===== src/rtl/counter_seq_if.sv =====
// ---------------------------------------------------------------------------
// counter_seq_if
//
// Command handshake between an upstream controller and counter_seq.
//
// Signals
//   CmdValid  upstream -> seq   command offered this cycle
//   CmdReady  seq -> upstream   sequencer can take a command this cycle
//   CmdOp     upstream -> seq   2'b00 NOP, 2'b01 LOAD, 2'b10 UP, 2'b11 DOWN
//   CmdArg    upstream -> seq   LOAD value, or step count for UP/DOWN
//
// Modports
//   master : the command source
//   slave  : counter_seq
// ---------------------------------------------------------------------------
interface counter_seq_if #(
    parameter int WIDTH = 8
);
    logic             CmdValid;
    logic             CmdReady;
    logic [1:0]       CmdOp;
    logic [WIDTH-1:0] CmdArg;

    modport master (
        output CmdValid,
        output CmdOp,
        output CmdArg,
        input  CmdReady
    );

    modport slave (
        input  CmdValid,
        input  CmdOp,
        input  CmdArg,
        output CmdReady
    );
endinterface


===== src/rtl/counter_seq.sv =====
// ---------------------------------------------------------------------------
// counter_seq
//
// Sequences a downstream up/down counter (Enable/Load/UpDn/Data) from
// single-word commands: LOAD a value, step UP or DOWN n times, or NOP.
// All outputs are Moore decodes of registered state; there is no
// combinational path from the command inputs to any output.
//
// Ports
//   Clock    in   sole clock, rising edge
//   Reset    in   synchronous, active-high
//   cmd      slave modport of counter_seq_if (CmdValid/CmdReady/CmdOp/CmdArg)
//   Enable   out  downstream counter enable
//   Load     out  downstream counter load strobe
//   UpDn     out  downstream direction, 1 = increment
//   Data     out  downstream load value; holds the last loaded value
//   Busy     out  command in progress
//   Done     out  one-cycle pulse on command completion
//   Sat      out  one-cycle pulse (with Done) when stepping was cut short
//
// Build option
//   COUNTER_SEQ_SAT_EN  when defined, a shadow copy of the downstream count
//                       is kept and any step that would wrap it is withheld;
//                       the command then finishes early with Sat=1.
//                       When undefined, steps are always issued in full and
//                       Sat is tied low.
// ---------------------------------------------------------------------------
module counter_seq #(
    parameter int WIDTH = 8
) (
    input  logic             Clock,
    input  logic             Reset,
    counter_seq_if.slave     cmd,
    output logic             Enable,
    output logic             Load,
    output logic             UpDn,
    output logic [WIDTH-1:0] Data,
    output logic             Busy,
    output logic             Done,
    output logic             Sat
);

    // state | meaning
    // ------+---------------------------------------------------------------
    // IDLE  | waiting for a command, CmdReady=1
    // LOAD  | one cycle driving Enable=1 Load=1 Data=captured value
    // STEP  | one downstream step per cycle until the step counter expires
    // DONE  | one cycle with Done=1, outputs quiet, then back to IDLE
    typedef enum logic [1:0] {
        IDLE = 2'd0,
        LOAD = 2'd1,
        STEP = 2'd2,
        DONE = 2'd3
    } state_t;

    localparam logic [1:0] OP_NOP  = 2'b00;
    localparam logic [1:0] OP_LOAD = 2'b01;
    localparam logic [1:0] OP_UP   = 2'b10;
    localparam logic [1:0] OP_DOWN = 2'b11;

    state_t           state_q, state_d;
    logic [WIDTH-1:0] step_cnt_q, step_cnt_d;
    logic [WIDTH-1:0] data_q, data_d;
    logic             dir_up_q, dir_up_d;

    // Set when the step about to be issued would wrap the downstream count.
    logic             wrap;

`ifdef COUNTER_SEQ_SAT_EN
    logic [WIDTH-1:0] shadow_q, shadow_d;
    logic             sat_q, sat_d;

    assign wrap = dir_up_q ? (shadow_q == {WIDTH{1'b1}}) : (shadow_q == '0);
`else
    assign wrap = 1'b0;
`endif

    // -----------------------------------------------------------------------
    // Next-state logic
    // -----------------------------------------------------------------------
    always_comb begin
        state_d    = state_q;
        step_cnt_d = step_cnt_q;
        data_d     = data_q;
        dir_up_d   = dir_up_q;
`ifdef COUNTER_SEQ_SAT_EN
        shadow_d   = shadow_q;
        sat_d      = 1'b0;
`endif

        unique case (state_q)
            IDLE: begin
                if (cmd.CmdValid) begin
                    unique case (cmd.CmdOp)
                        OP_LOAD: begin
                            // Captured at acceptance so Data is already
                            // valid in the LOAD cycle and holds afterwards.
                            data_d  = cmd.CmdArg;
                            state_d = LOAD;
                        end
                        OP_UP, OP_DOWN: begin
                            dir_up_d   = (cmd.CmdOp == OP_UP);
                            step_cnt_d = cmd.CmdArg;
                            state_d    = (cmd.CmdArg != '0) ? STEP : DONE;
                        end
                        OP_NOP: begin
                            state_d = DONE;
                        end
                        default: begin
                            state_d = DONE;
                        end
                    endcase
                end
            end

            LOAD: begin
`ifdef COUNTER_SEQ_SAT_EN
                shadow_d = data_q;
`endif
                state_d = DONE;
            end

            STEP: begin
                if (wrap) begin
                    // Step withheld: finish now and flag the early stop.
                    step_cnt_d = '0;
                    state_d    = DONE;
`ifdef COUNTER_SEQ_SAT_EN
                    sat_d      = 1'b1;
`endif
                end else begin
                    // Down-counter with terminal count at 1: the cycle that
                    // sees 1 issues the last step.
                    step_cnt_d = step_cnt_q - {{(WIDTH-1){1'b0}}, 1'b1};
                    if (step_cnt_q == {{(WIDTH-1){1'b0}}, 1'b1}) begin
                        state_d = DONE;
                    end
`ifdef COUNTER_SEQ_SAT_EN
                    shadow_d = dir_up_q ? shadow_q + {{(WIDTH-1){1'b0}}, 1'b1}
                                        : shadow_q - {{(WIDTH-1){1'b0}}, 1'b1};
`endif
                end
            end

            DONE: begin
                state_d = IDLE;
            end

            default: begin
                state_d = IDLE;
            end
        endcase
    end

    // -----------------------------------------------------------------------
    // State registers
    // -----------------------------------------------------------------------
    always_ff @(posedge Clock) begin
        if (Reset) begin
            state_q    <= IDLE;
            step_cnt_q <= '0;
            data_q     <= '0;
            dir_up_q   <= 1'b0;
        end else begin
            state_q    <= state_d;
            step_cnt_q <= step_cnt_d;
            data_q     <= data_d;
            dir_up_q   <= dir_up_d;
        end
    end

`ifdef COUNTER_SEQ_SAT_EN
    always_ff @(posedge Clock) begin
        if (Reset) begin
            shadow_q <= '0;
            sat_q    <= 1'b0;
        end else begin
            shadow_q <= shadow_d;
            sat_q    <= sat_d;
        end
    end
`endif

    // -----------------------------------------------------------------------
    // Moore output decode
    // -----------------------------------------------------------------------
    assign cmd.CmdReady = (state_q == IDLE);
    assign Busy         = (state_q != IDLE);
    assign Done         = (state_q == DONE);
    assign Load         = (state_q == LOAD);
    assign Enable       = (state_q == LOAD) || ((state_q == STEP) && !wrap);
    // Direction is qualified by Enable so a withheld step shows no direction.
    assign UpDn         = (state_q == STEP) && !wrap && dir_up_q;
    assign Data         = data_q;

`ifdef COUNTER_SEQ_SAT_EN
    assign Sat = sat_q;
`else
    assign Sat = 1'b0;
`endif

endmodule


===== src/flat_wrapper.sv =====
// flat-port wrapper written by rule: the top's interface ports become plain ports
module counter_seq_flat 
#(
    parameter int WIDTH = 8
)
  (Clock, Reset, Enable, Load, UpDn, Data, Busy, Done, Sat, cmd_CmdValid, cmd_CmdOp, cmd_CmdArg, cmd_CmdReady);
  counter_seq_if #(.WIDTH(WIDTH)) cmd_i ();
  input  logic Clock;
  input  logic Reset;
  output logic Enable;
  output logic Load;
  output logic UpDn;
  output logic [WIDTH-1:0] Data;
  output logic Busy;
  output logic Done;
  output logic Sat;
  input wire logic [$bits(cmd_i.CmdValid)-1:0] cmd_CmdValid;
  input wire logic [$bits(cmd_i.CmdOp)-1:0] cmd_CmdOp;
  input wire logic [$bits(cmd_i.CmdArg)-1:0] cmd_CmdArg;
  output wire logic [$bits(cmd_i.CmdReady)-1:0] cmd_CmdReady;
  assign cmd_i.CmdValid = cmd_CmdValid;
  assign cmd_i.CmdOp = cmd_CmdOp;
  assign cmd_i.CmdArg = cmd_CmdArg;
  assign cmd_CmdReady = cmd_i.CmdReady;
  counter_seq #(.WIDTH(WIDTH)) u_core (.Clock(Clock), .Reset(Reset), .cmd(cmd_i), .Enable(Enable), .Load(Load), .UpDn(UpDn), .Data(Data), .Busy(Busy), .Done(Done), .Sat(Sat));
endmodule

===== config.mk =====
export PLATFORM = sky130hd
export DESIGN_NAME = counter_seq_flat
export DESIGN_NICKNAME = d
export VERILOG_FILES = /design/src/rtl/counter_seq_if.sv /design/src/rtl/counter_seq.sv /design/src/flat_wrapper.sv
export SDC_FILE = /design/constraint.sdc
export NUM_CORES = 1
export LEC_CHECK = 0
export ABC_CLOCK_PERIOD_IN_PS = 3600
export CAP_MARGIN = 0
export CORE_MARGIN = 10
export CORE_UTILIZATION = 40
export DETAILED_ROUTE_END_ITERATION = 10
export PLACE_DENSITY_LB_ADDON = 0.3
export REMOVE_ABC_BUFFERS = 1
export SYNTH_ARGS = -nofsm -noshare
export SYNTH_HDL_FRONTEND = slang
export SYNTH_SLANG_ARGS = --single-unit

===== constraint.sdc =====
create_clock -name Clock -period 3.6 [get_ports Clock]
set_clock_uncertainty 0.2 [all_clocks]
set_input_delay 1.08 -clock Clock [delete_from_list [all_inputs] [get_ports Clock]]
set_output_delay 1.08 -clock Clock [all_outputs]
set_load 0.005 [all_outputs]

Word-level counts from Yosys, hierarchy flattened

Index checks and enable logic that the tools add are counted.
W data, S select, Z words.

Register bits: 19
Input bits: 13

Add/sub/neg operators: 1
Equality and inequality tests: 10
Mux-type cells: 8
Reductions and logical operators: 12

Operators by type and width:

| cell                  | number |
|---|---|
| $mux W8               | 2 |
| $pmux W8 S2           | 1 |
| $reduce_and A3 Y1     | 3 |
| $eq A2 B2 Y1 const B  | 4 |
| $eq A8 B1 Y1 const B  | 1 |
| $pmux W2 S4           | 1 |
| $reduce_bool A8 Y1    | 1 |
| $sub A8 B1 Y8 const B | 1 |
| $pmux W2 S3           | 1 |
| $eq A2 B1 Y1 const B  | 2 |
| $logic_not A2 Y1      | 2 |
| $mux W2               | 2 |
| $ne A2 B1 Y1 const B  | 2 |
| $reduce_bool A2 Y1    | 2 |
| $ne A2 B2 Y1 const B  | 1 |
| $reduce_and A2 Y1     | 1 |
| $reduce_or A2 Y1      | 1 |
| $logic_and A1 B1 Y1   | 1 |
| $logic_or A1 B1 Y1    | 1 |
| $mux W1               | 1 |

Longest topological paths before layout

Word-level depth: 5
Mapped depth: 8

Least setup slack after synthesis

Ideal clock, no wire load.

Kind: register to output
Start point: reg u_core.state_q[0]
End point: out UpDn
Data required time: 2.320 ns
Path buffers: 2
Arrival time: 1.107 ns
Setup slack: 1.213 ns
Cell stages (with the launch flop): 6
Path through: dfxtp_1 inv_1 ha_1 buf_4 clkbuf_1 and2_1

Word-level cells in the longest chain between the ends: 2

RTL lines:

| item                   | line               | text |
|---|---|---|
| from (decl)            | counter_seq.sv:61  | `state_t state_q, state_d;` |
| from (signal assigned) | counter_seq.sv:165 | `state_q <= state_d;` |
| $eq A2 B2 Y1           | counter_seq.sv:193 | `assign UpDn = (state_q == STEP) && !wrap && dir_up_q;` |
| $logic_and A1 B1 Y1    | counter_seq.sv:193 |  |
| to (decl)              | flat_wrapper.sv:12 | `output logic UpDn;` |

No other way between the ends.

Worst setup path in the final report

Start point: reg u_core.state_q[0]
End point: out Busy

Word-level cells in the longest chain between the ends: 1

RTL lines:

| item               | line               | text |
|---|---|---|
| $reduce_bool A2 Y1 | counter_seq.sv:188 | `assign Busy = (state_q != IDLE);` |
| to (decl)          | flat_wrapper.sv:14 | `output logic Busy;` |

No other way between the ends.

==> impl_metrics.csv <==
group,metric,value,unit
global_route,grt_overflow_total,0,
synth,yosysSeqAreaShare,35.7,%
clock_network,htreeDepth,1,
clock_network,hold_buffers,0,
worst_hold_path,holdPathStages,2,
critical_path,rrSetupSlack,1.42,ns
critical_path,critPathLaunchType,"flip-flop",
placement,port_buffers,26,
worst_hold_path,hp-class,"flip-flop to flip-flop",
clock_network,cts-resized-gates,0,
synth,yosysWarnings,0,
pwr,combinationalPowerShare,56.1,%
pwr,seqPwrFrac,31.9,%
pwr,p_clk_share,12.0,%
pwr,powerDensity,698,nW/um^2
global_route,grt_pass1_wl,4650,um
detailed_routing,wl_per_cell,14.6,um
sta,max_slew_margin,48.1,%
sta,fmax,337,MHz
floorplan,die_w,71.6,um
detailed_routing,via_per_inst,5.32,
critical_path,r2r_start,"u_core.state_q[0]",
detailed_routing,drtIter0Drc,31,
detailed_routing,drtAntennaViolNets,0,
detailed_routing,num_vias,1010,
critical_path,path_cells,"inv_1, ha_1, inv_2, clkdlybuf4s50_1",
synth,synth_top_area_cell,"dfxtp_1",
floorplan,row_count,18,
pwr,p_leak,0.493,nW
sta,setup-tns-final,0,ns
sta,post-route-min-period,2.97,ns
run_status,status,"completed",
floorplan,io_pins,28,
global_route,met2_usage,18.6,%
critical_path,criticalPathCategory,"flip-flop to output port",
synth,synth_top_area_share,35.7,%
final_layout,drive_above_1_share,6.25,%
final_layout,antennaDiodeCount,0,
floorplan,die-area,5130,sq um
detailed_routing,drt_wl_total,2770,um
synth,ys_types,36,
synth,synthFlopType,"dfxtp_1",
pwr,sw_frac_of_total,42.5,%
clock_network,post_cts.repair.setup_buffers,0,
critical_path,r2r-end,"u_core.state_q[0]",
flow_run,cap_viol_max_count,0,
critical_path,cp_num_buf_inv,3,
global_route,grt_max_degree,21,
global_route,grt_pass1_vias,1004,
final_layout,fin_nets,180,
clock_network,cts_made_buffers,3,
placement,gp_congestion,0.858,
clock_network,clk_latency,0.30,ns
synth,synth_area,1070,sq um
synth,postSynth.asyncResetShare,0,%
critical_path,cp_max_fo,9,
detailed_routing,drc,0,
sta,post-route-period-util,82.5,%
clock_network,cts_tree,"built",
global_route,grt_antenna_before_repair,0,
floorplan,initial_core_util,42.6,%
clock_network,clk_pin_slew,0.11,ns
synth,avgSynthCellArea,7.78,sq um
global_route,grtUsageMet1,12.0,%
floorplan,core_area,2500,sq um
sta,drv_slew,0,
final_layout,fillCellCount,266,
clock_network,clkSinkCount,19,
floorplan,die_y,71.6,um
global_route,met3_usage,3.86,%
clock_network,cts_root_buffer,"clkbuf_4",
synth,synthTopCellsByArea,"dfxtp_1, a21oi_1, nand2_1",
critical_path,arrival,1.69,ns
sta,worst_pin_slew,0.776,ns
critical_path,crit_path_max_incr_delay,0.51,ns
critical_path,slowest_stage,"clkdlybuf4s50_1",
sta,setup_viol,0,
detailed_routing,first_pass_iters,4,
synth,synth_seq_cells,19,
global_route,busiest_layer,"met2",
critical_path,r2r_cells,7,
placement,pre_cts_slack,0.704,ns
pwr,power_switching,0.400,mW
pwr,p_int,0.541,mW
worst_hold_path,worstHoldStart,"u_core.Data[3]",
placement,dpl.hpwl,2170,um
synth,synth_edf_count,0,
global_route,groute.usage.overall,10.8,%
sta,worst_slack,0.631,ns
sta,hold_viol,0,
worst_hold_path,min_delay_worst_endpoint,"u_core.Data[3]",
pwr,vdd_drop_max,0.000549,V
critical_path,crit_path_end_kind,"output port",
final_layout,syn2layout_area_growth,26.4,%
critical_path,critical_path.top_delay_family,"buffers and inverters",
sta,grt_setup_unrepaired,"false",
critical_path,worstPathRequired,2.32,ns
clock_network,clockBufferDepth,2,
synth,syn_inst,137,
final_layout,post-route-util,53.9,%
[cell usage in the layout (no fill, tap or decap)]
master           count
and2_1               1
nand2_1             24
clkdlybuf4s50_1     26
a311o_1              1
inv_2                1
a21oi_1             18
inv_1                6
nor3b_1              1
dfxtp_1             19
nand3_1              2
nor4_1               3
a21oi_2              3
and3_1               3
buf_4                1
o31ai_1              1
a21o_1               3
nor2_1               9
o2111ai_1            1
conb_1               1
mux2i_1              1
a31oi_1              1
o41ai_2              1
nor3_1               2
nand4b_1             1
nand2b_1             1
o21ai_1              6
nor2b_1              5
o21bai_1             1
a211o_1              2
ha_1                 6
or2_1                1
a211oi_1             2
clkbuf_4             3
or3_1                1
nand3b_1             1
clkinv_2             1
[per-layer routing]
metal,wire (um),vias up
met5,0,-
met4,38,0
met1,1160,467
li1,-,516
met3,161,5
met2,1410,22
[synth_stat cells (all sizes together) (2+ instances only)]
| cell | count |
|---|---|
| nand2 | 24 |
| a21oi | 21 |
| dfxtp | 19 |
| nor2 | 9 |
| inv | 7 |
| ha | 6 |
| o21ai | 6 |
| nor2b | 5 |
| buf | 4 |
| a21o | 3 |
| and3 | 3 |
| clkbuf | 3 |
| nor4 | 3 |
| a211o | 2 |
| a211oi | 2 |
| nand3 | 2 |
| nor3 | 2 |
[area by class of cell]
type / count / area (sq um) / area share [%]
clock buffers: 3 / 22.5 / 1.67
clock inverters: 1 / 5.00 / 0.371
inverters: 7 / 26.3 / 1.95
multi-input cells: 103 / 608 / 45.1
flip-flops and latches: 19 / 380 / 28.2
well taps: 30 / 37.5 / 2.79
repair buffers: 27 / 268 / 19.9
[power groups by stage]
stage	sequential [mW]	clock, mW	combinational (mW)
after floorplan	0.294	0	0.340
final	0.300	0.113	0.528
after global routing	0.308	0.124	0.592
after CTS	0.300	0.115	0.532
after detailed placement	0.304	0	0.527
after global placement	0.303	0	0.516
[stage by stage]
stage	total power [mW]	instances	hold WS, ns	cell area [sq um]
after detailed placement	0.832	186	0.252	1320
after global routing	1.02	190	0.297	1350
final	0.941	190	0.267	1350
after floorplan	0.635	129	0.239	1010
after CTS	0.947	190	0.269	1350
after global placement	0.819	186	0.245	1320
[how the worst max path moves through the flow]
stage | from | endpoint | slack [ns] | cells after the start
4_1_cts | u_core.state_q[0] | Busy | 0.62 | 4
5_1_grt | u_core.state_q[0] | Busy | 0.51 | 4
2_1_floorplan | u_core.state_q[0] | UpDn | 1.32 | 3
6_report | u_core.state_q[0] | Busy | 0.63 | 4
3_5_place_dp | cmd_CmdValid | u_core.step_cnt_q[4] | 0.70 | 5
3_3_place_gp | cmd_CmdValid | u_core.step_cnt_q[4] | 0.75 | 5
[tightest hold or removal path, cell delays in order (launching register included)]
cell and delay [ns]:
dfxtp_1 0.33, nand2_1 0.05, a21oi_1 0.06
[state kept, by name, summed over array words and instances (netlist names)]
signal,cells
u_core.Data,8
u_core.dir_up_q,1
u_core.state_q,2
u_core.step_cnt_q,8
[cell families after synthesis]
logic type      after synthesis  synth area share (%)
buf+inv                      15                  7.28
flops                        19                  35.7
other cells                   1                 0.352
simple gates                 55                  24.5
compound gates               40                  24.2
mux                           1                 0.939
fa+ha+maj                     6                  7.04
(Power assumes the default switching activity.)
